$ cat config.mk
export PLATFORM = sky130hd
export DESIGN_NAME = clk_div_multi
export DESIGN_NICKNAME = d
export VERILOG_FILES = /design/src/rtl/clk_div_multi.sv
export SDC_FILE = /design/constraint.sdc
export NUM_CORES = 1
export LEC_CHECK = 0
export CORE_MARGIN = 5
export CORE_UTILIZATION = 33
export DETAILED_ROUTE_END_ITERATION = 10
export PLACE_DENSITY = 0.44
export SLEW_MARGIN = 20
export SYNTH_ARGS = -nofsm -noshare
export SYNTH_HDL_FRONTEND = slang
export SYNTH_HIERARCHICAL = 1
export SYNTH_SLANG_ARGS = --single-unit
export TNS_END_PERCENT = 100
$ cat constraint.sdc
create_clock -name CLK_IN -period 5.3 [get_ports CLK_IN]
set_clock_uncertainty 0.05 [all_clocks]
set_input_delay 1.06 -clock CLK_IN [delete_from_list [all_inputs] [get_ports CLK_IN]]
set_output_delay 1.06 -clock CLK_IN [all_outputs]
set_load 0.1 [all_outputs]
$ cat src/rtl/clk_div_multi.sv
// clk_div_multi: N-channel programmable clock divider / enable generator.
//
// Each channel divides CLK_IN by a runtime-programmable ratio D and produces
// a divided clock (high ceil(E/2), low floor(E/2) cycles, E = max(D,1)) plus
// a one-cycle TICK at the start of every period.  New ratios are written
// into a per-channel shadow register and only take effect at a period
// boundary (wrap, SYNC, channel start, or while the channel is disabled),
// so the divided clock never glitches.
//
// Ports:
//   CLK_IN    system clock, rising edge
//   RST       asynchronous active-high reset
//   EN        per-channel run enable
//   SYNC      one-cycle pulse, restarts every enabled channel at cnt=0
//   LOAD      one-cycle shadow-register write strobe
//   LOAD_SEL  target channel for LOAD (values >= NCH are ignored)
//   DIV_IN    new divide ratio
//   CLK_OUT   divided clock per channel (registered)
//   TICK      one-cycle pulse per period (registered)
//   PENDING   shadow ratio waiting for the next boundary

// One divider channel.
module clk_div_multi_lane #(
   parameter int WIDTH   = 10,
   parameter int DEF_DIV = 2
) (
   input  logic             CLK_IN,
   input  logic             RST,
   input  logic             en,
   input  logic             sync,
   input  logic             ld,
   input  logic [WIDTH-1:0] div_in,
   output logic             clk_out,
   output logic             tick,
   output logic             pending
);

   logic [WIDTH-1:0] cnt, dact, dsh;
   logic             run;       // channel was enabled at the previous edge
   logic [WIDTH-1:0] e_cur, e_nx, dact_nx, cnt_nx;
   logic [WIDTH:0]   half_nx;
   logic             bnd;

   always_comb begin
      e_cur   = (dact == '0) ? WIDTH'(1) : dact;
      // A boundary is any edge where the counter restarts at 0: disabled,
      // first enabled edge, SYNC, or natural wrap.
      bnd     = ~en | ~run | sync | (cnt == e_cur - WIDTH'(1));
      cnt_nx  = bnd ? '0 : cnt + WIDTH'(1);
      // The ratio applied at this boundary already governs the new period,
      // so the output compare uses the next-state ratio.
      dact_nx = (bnd && pending) ? dsh : dact;
      e_nx    = (dact_nx == '0) ? WIDTH'(1) : dact_nx;
      // One extra bit keeps E+1 from overflowing at E = 2^WIDTH-1.
      half_nx = ({1'b0, e_nx} + (WIDTH+1)'(1)) >> 1;
   end

   always_ff @(posedge CLK_IN or posedge RST) begin
      if (RST) begin
         cnt     <= '0;
         run     <= 1'b0;
         dact    <= WIDTH'(DEF_DIV);
         dsh     <= WIDTH'(DEF_DIV);
         pending <= 1'b0;
         clk_out <= 1'b0;
         tick    <= 1'b0;
      end else begin
         cnt     <= cnt_nx;
         run     <= en;
         dact    <= dact_nx;
         if (ld) dsh <= div_in;
         // A write landing on a boundary stays pending for the next one.
         pending <= ld | (pending & ~bnd);
         clk_out <= en & ({1'b0, cnt_nx} < half_nx);
         tick    <= en & (cnt_nx == '0);
      end
   end

endmodule

module clk_div_multi #(
   parameter int NCH     = 4,
   parameter int WIDTH   = 10,
   parameter int DEF_DIV = 2,
   parameter int SELW    = (NCH > 1) ? $clog2(NCH) : 1
) (
   input  logic             CLK_IN,
   input  logic             RST,
   input  logic [NCH-1:0]   EN,
   input  logic             SYNC,
   input  logic             LOAD,
   input  logic [SELW-1:0]  LOAD_SEL,
   input  logic [WIDTH-1:0] DIV_IN,
   output logic [NCH-1:0]   CLK_OUT,
   output logic [NCH-1:0]   TICK,
   output logic [NCH-1:0]   PENDING
);

   for (genvar i = 0; i < NCH; i++) begin : g_ch
      // Out-of-range selects match no channel, so the write is dropped.
      logic ld;
      assign ld = LOAD & (LOAD_SEL == SELW'(i));

      clk_div_multi_lane #(
         .WIDTH   (WIDTH),
         .DEF_DIV (DEF_DIV)
      ) u_lane (
         .CLK_IN  (CLK_IN),
         .RST     (RST),
         .en      (EN[i]),
         .sync    (SYNC),
         .ld      (ld),
         .div_in  (DIV_IN),
         .clk_out (CLK_OUT[i]),
         .tick    (TICK[i]),
         .pending (PENDING[i])
      );
   end

endmodule

-- After elaboration in Yosys (flattened, before gate mapping)
Cells that the tools add are included.
- input bits: 20
- bits in registers: 136
- add/sub/neg operators: 12
- $lt $le $gt $ge: 4
- eq/ne operators: 7
- reduce and logical (&&, ||, !) cells: 17
- multiplexer cells: 16
- bitwise operators: 44
- operators by type and width (kind ; count):
    $mux W10 ; 16
    $logic_not A10 Y1 ; 12
    $add A10 B1 Y11 const B ; 4
    $add A10 B1 Y10 const B ; 4
    $eq A10 B10 Y1 ; 4
    $lt A10 B10 Y1 ; 4
    $sub A10 B1 Y10 const B ; 4
    $and A1 B1 Y1 ; 16
    $or A1 B1 Y1 ; 16
    $not A1 Y1 ; 12
    $eq A2 B2 Y1 const B ; 2
    $logic_and A1 B1 Y1 ; 4
    $eq A2 B1 Y1 const B ; 1
    $logic_not A2 Y1 ; 1

-- Logic depth before layout (Yosys ltp)
- word-level depth: 12
- gate-level depth with buffers: 21
- gate-level depth less buffers: 19

-- By module
The synthesis kept the hierarchy.
- modules (own cells, without submodules) (module ; cells each ; area an instance (µm²) ; times used ; sequential area each (µm²)):
    clk_div_multi_lane (g_ch[0].u_lane ...) ; 238 ; 2391.0 ; 3 ; 853.3
    clk_div_multi_lane (g_ch[1].u_lane) ; 255 ; 2453.6 ; 1 ; 853.3
    clk_div_multi ; 4 ; 37.5 ; 1 ; 0.0

-- Worst setup path after synthesis
OpenSTA, ideal clock, no wires.
- path type: register to register
- start: register g_ch[0].u_lane.dact[4]
- end: register g_ch[0].u_lane.clk_out
- period minus slack after synthesis: 4.190 ns
- slack: 1.110 ns
- cell stages (with the launch flop): 21
- arrival: 4.063 ns
- path through: dfrtp_1 -> nor4_2 -> nand3_1 -> nor2_1 -> nor2_1 -> ha_1 -> or3_1 -> a31oi_1 -> o211ai_2 -> o31ai_4 -> buf_6 -> mux2i_1 -> xnor2_1 -> ha_1 -> a21o_1 -> a21o_1 -> a21oi_1 -> o211ai_1 -> o211ai_1 -> o311ai_0 -> o21ai_1
- word-level cells in the longest chain between the ends: 12
- elaborated cells on any way between the ends: 13
- those cells by class: add/sub: 2; order compare: 1; eq/ne: 1; mux: 4; bitwise: 2; reduce/logical: 3
- ends and longest elaborated chain (element ; line ; RTL):
    start: declaration ; 38 ; logic [WIDTH-1:0] cnt, dact, dsh;
    start signal: assignment ; 62 ; dact <= WIDTH'(DEF_DIV);
    start signal: assignment ; 70 ; dact <= dact_nx;
    $logic_not A10 Y1 ; 45 ; e_cur = (dact == '0) ? WIDTH'(1) : dact;
    $mux W10 ; 45 ;
    $sub A10 B1 Y10 ; 48 ; bnd = ~en | ~run | sync | (cnt == e_cur - WIDTH'(1));
    $eq A10 B10 Y1 ; 48 ;
    $or A1 B1 Y1 ; 48 ;
    $logic_and A1 B1 Y1 ; 52 ; dact_nx = (bnd && pending) ? dsh : dact;
    $mux W10 ; 52 ;
    $logic_not A10 Y1 ; 53 ; e_nx = (dact_nx == '0) ? WIDTH'(1) : dact_nx;
    $mux W10 ; 53 ;
    $add A10 B1 Y11 ; 55 ; half_nx = ({1'b0, e_nx} + (WIDTH+1)'(1)) >> 1;
    $lt A10 B10 Y1 * ; 74 ; clk_out <= en & ({1'b0, cnt_nx} < half_nx);
    $and A1 B1 Y1 * ; 74 ;
    end signal: assignment ; 74 ;
    end: declaration ; 33 ; output logic clk_out,
Every way passes the cells marked *; elsewhere a longest branch is shown, timed or not.
A chain may end at the register's enable or synchronous reset.

-- Worst setup path after layout
- start: register g_ch[0].u_lane.dact[5]
- end: register g_ch[0].u_lane.clk_out
The elaborated chain is that of the path after synthesis.

==> impl_metrics.toml <==
[grt]
grt_antenna_before_repair = 1
grt_overflow = 0
grt_max_degree = 35
grt_pass1_wl_um = 39500
grtUsageTotal_pct = 14.8
grt_util_met2_pct = 22.8
use_met3_pct = 2.21
grt_pass1_vias = 6967
top_usage_layer = "met2"
groute.layer.met1.usage_pct = 21.8

[logic_synthesis]
syn_inst = 973
synth_edf_count = 0
async_flop_share_pct = 100
synth-seq-cells = 136
mappedNetlistNets = 1037
synth_ff_type = "dfrtp_1"
ys_seq_area_share_pct = 35.3
syn_avg_cell_area_um2 = 9.93
synth_area_mm2 = 0.00966
ys_warn_count = 6
synth.distinct_cells = 68

[worst_setup_path]
r2r_cells = 19
required_ps = 5590
rrSetupSlack_ps = 430
end_kind = "flop"
rr_startpoint = "g_ch[0].u_lane/dact[5]"
cp-start-kind = "flop"
r2r_end = "g_ch[0].u_lane/clk_out"
crit_arrival_ps = 5160
worstPathMaxFanout = 19
worstSetupPathType = "flop to flop"

[power_and_ir_drop]
power_uw = 4250
ir_drop_mv = 0.156
leakagePower_uw = 0.00441
power_density_mw_per_mm2 = 392

[timing]
holdWs_ps = 467
tightest_slew_ps = 987
setup_viol = 0
maxSlewHeadroom_pct = 34.0
final.min_clock_period_ps = 4870
finalHoldViolCount = 0
tns_ps = 0
clock.fmax_mhz = 205
finalCritPeriodShare_pct = 91.9
final.setup.worst_slack_ps = 431
rsz0062_at_grt = "false"
slew_violations = 0

[final_layout]
insertedDiodeCount = 0
drive_gt1_share_pct = 16.7
syn_to_final_growth_pct = 12.2
fillers = 2846
final_util_pct = 37.7
fin_nets = 1044

[clock_tree]
insertion_delay_ps = 420
postCtsHoldBufs = 0
cts_setup_buffers = 0
cts_tree = "done"
cts-root-buf = "clkbuf_16"
cts_max_path_buffers = 2
path_clk_slew_ps = 70
cts_max_level = 4
clock-sinks = 136
numCtsBuffers = 17
cts-resized-gates = 0

[placement]
post-place-ws_ps = 430
gp_congestion = 0.811
portBuffers = 31
hpwl_um = 18200

[die]
die_area_mm2 = 0.0328
die_h_um = 181
ios = 32
die_w_um = 181
start_util_pct = 33.6
rows = 62
coreArea_mm2 = 0.0288

[route]
routed_wl_um = 24000
drt_first_iter_violations = 347
vias = 7063
wl_per_cell_um = 17.5
drtPass1Iterations = 4
drc = 0
routed_via_density = 5.13
ant_nets = 0

[worst_hold_path]
min_from = "g_ch[3].u_lane/dsh[1]"
hold_class = "flop to flop"
holdPathStages = 2
hold_end = "g_ch[3].u_lane/dact[1]"

[run]
maxCapViolCount = 0

[outcome]
outcome = "completed"
-- layer usage --
layer  share of wire, %  wire length, µm
met5                  0                0
met4               0.90              217
met3                2.6              620
met2                 45            10800
met1                 51            12400
-- sequential cells by signal, summed over array words and instances, names as in the netlist --
name,cells
g_ch.u_lane/dact,40
g_ch.u_lane/dsh,40
g_ch.u_lane/run,4
g_ch.u_lane/clk_out,4
g_ch.u_lane/tick,4
g_ch.u_lane/cnt,40
g_ch.u_lane/pending,4
-- how the worst max path moves through the flow --
stage | slack [ps] | depth (start not counted) | start | to
6_report | 430 | 19 | g_ch[0].u_lane/dact[5] | g_ch[0].u_lane/clk_out
5_1_grt | 30 | 19 | g_ch[2].u_lane/dact[5] | g_ch[2].u_lane/clk_out
4_1_cts | 390 | 19 | g_ch[0].u_lane/dact[5] | g_ch[0].u_lane/clk_out
3_5_place_dp | 430 | 19 | g_ch[0].u_lane/dact[5] | g_ch[0].u_lane/clk_out
3_3_place_gp | 380 | 19 | g_ch[0].u_lane/dact[5] | g_ch[0].u_lane/clk_out
2_1_floorplan | 1110 | 20 | g_ch[0].u_lane/dact[4] | g_ch[0].u_lane/clk_out
-- Yosys cell counts (7+ instances only) --
master / number / share of area (%)
xor2_1: 39 / 3.5
a31oi_1: 15 / 0.97
a21o_1: 16 / 1.2
o21ai_0: 19 / 0.98
and3b_1: 8 / 0.73
dfstp_2: 8 / 2.2
nand4_1: 11 / 0.71
o21bai_1: 7 / 0.54
buf_2: 10 / 0.52
mux2_4: 11 / 1.7
buf_6: 8 / 0.93
inv_1: 25 / 0.97
clkbuf_1: 30 / 1.2
o211ai_2: 7 / 0.91
a211oi_1: 8 / 0.62
or3_1: 8 / 0.52
nor3b_1: 12 / 0.93
nor3_1: 9 / 0.47
a21oi_1: 19 / 0.98
mux2_1: 13 / 1.5
xnor2_1: 61 / 5.5
mux2_2: 59 / 6.9
mux2i_1: 27 / 2.8
nor2_1: 84 / 3.3
nand2_1: 79 / 3.1
dfrtp_1: 128 / 33
nor4_1: 10 / 0.65
nor2b_1: 11 / 0.71
nand3_1: 41 / 2.1
o211ai_1: 13 / 1.0
and3_1: 31 / 2.0
nand4b_1: 7 / 0.63
ha_1: 44 / 5.7
-- worst max-delay path: stages, from the launching register on --
cell and delay (ps):
dfrtp_1 490, nor4_2 440, nand3_1 160, nor2_1 120
nor2_1 50, ha_1 280, or3_1 390, a31oi_1 290
o211ai_2 170, o31ai_4 380, buf_4 340, mux2_2 370
o21bai_1 130, ha_1 260, a21o_1 160, a21oi_1 140
o211ai_1 110, o211ai_1 120, o311ai_0 160, o21ai_1 170
-- area by class of cell --
| type | count | area [µm²] | share of cell area (%) |
|---|---|---|---|
| multi-input cells | 756 | 5810 | 53.5 |
| well taps | 384 | 480 | 4.43 |
| flip-flops and latches | 136 | 3410 | 31.5 |
| inverters | 25 | 93.8 | 0.865 |
| clock buffers | 19 | 453 | 4.18 |
| clock inverters | 13 | 176 | 1.63 |
| repair buffers | 44 | 420 | 3.88 |
-- power by group --
| group | switching [µW] | internal (µW) | total (µW) |
|---|---|---|---|
| logic | 731 | 641 | 1370 |
| registers | 362 | 1230 | 1600 |
| clock network | 476 | 809 | 1290 |
-- cells by family after synthesis --
| family | after synthesis | share of synthesized area (%) |
|---|---|---|
| AOI/OAI and AO/OA | 141 | 11.6 |
| muxes | 110 | 12.9 |
| and+or+nand+nor | 361 | 20.8 |
| buffers and inverters | 81 | 4.61 |
| adders and majority gates | 44 | 5.70 |
| xor gates and xnor gates | 100 | 9.06 |
| DFF | 136 | 35.3 |
-- cell usage in the layout (no fill, tap or decap), types with 25 or more instances in the layout --
master / count
dfrtp_1: 128
nor2_1: 84
nand2_1: 79
xnor2_1: 61
mux2_2: 59
ha_1: 44
nand3_1: 41
xor2_1: 39
and3_1: 31
clkdlybuf4s50_1: 31
mux2i_1: 27
inv_1: 25
-- per-stage QoR --
stage	cell area, µm²	std cells
2_1_floorplan	9660	973
3_3_place_gp	10200	1345
3_5_place_dp	10200	1345
4_1_cts	10800	1377
5_1_grt	10800	1377
6_report	10800	1377
Power figures use the tool's default switching activity.
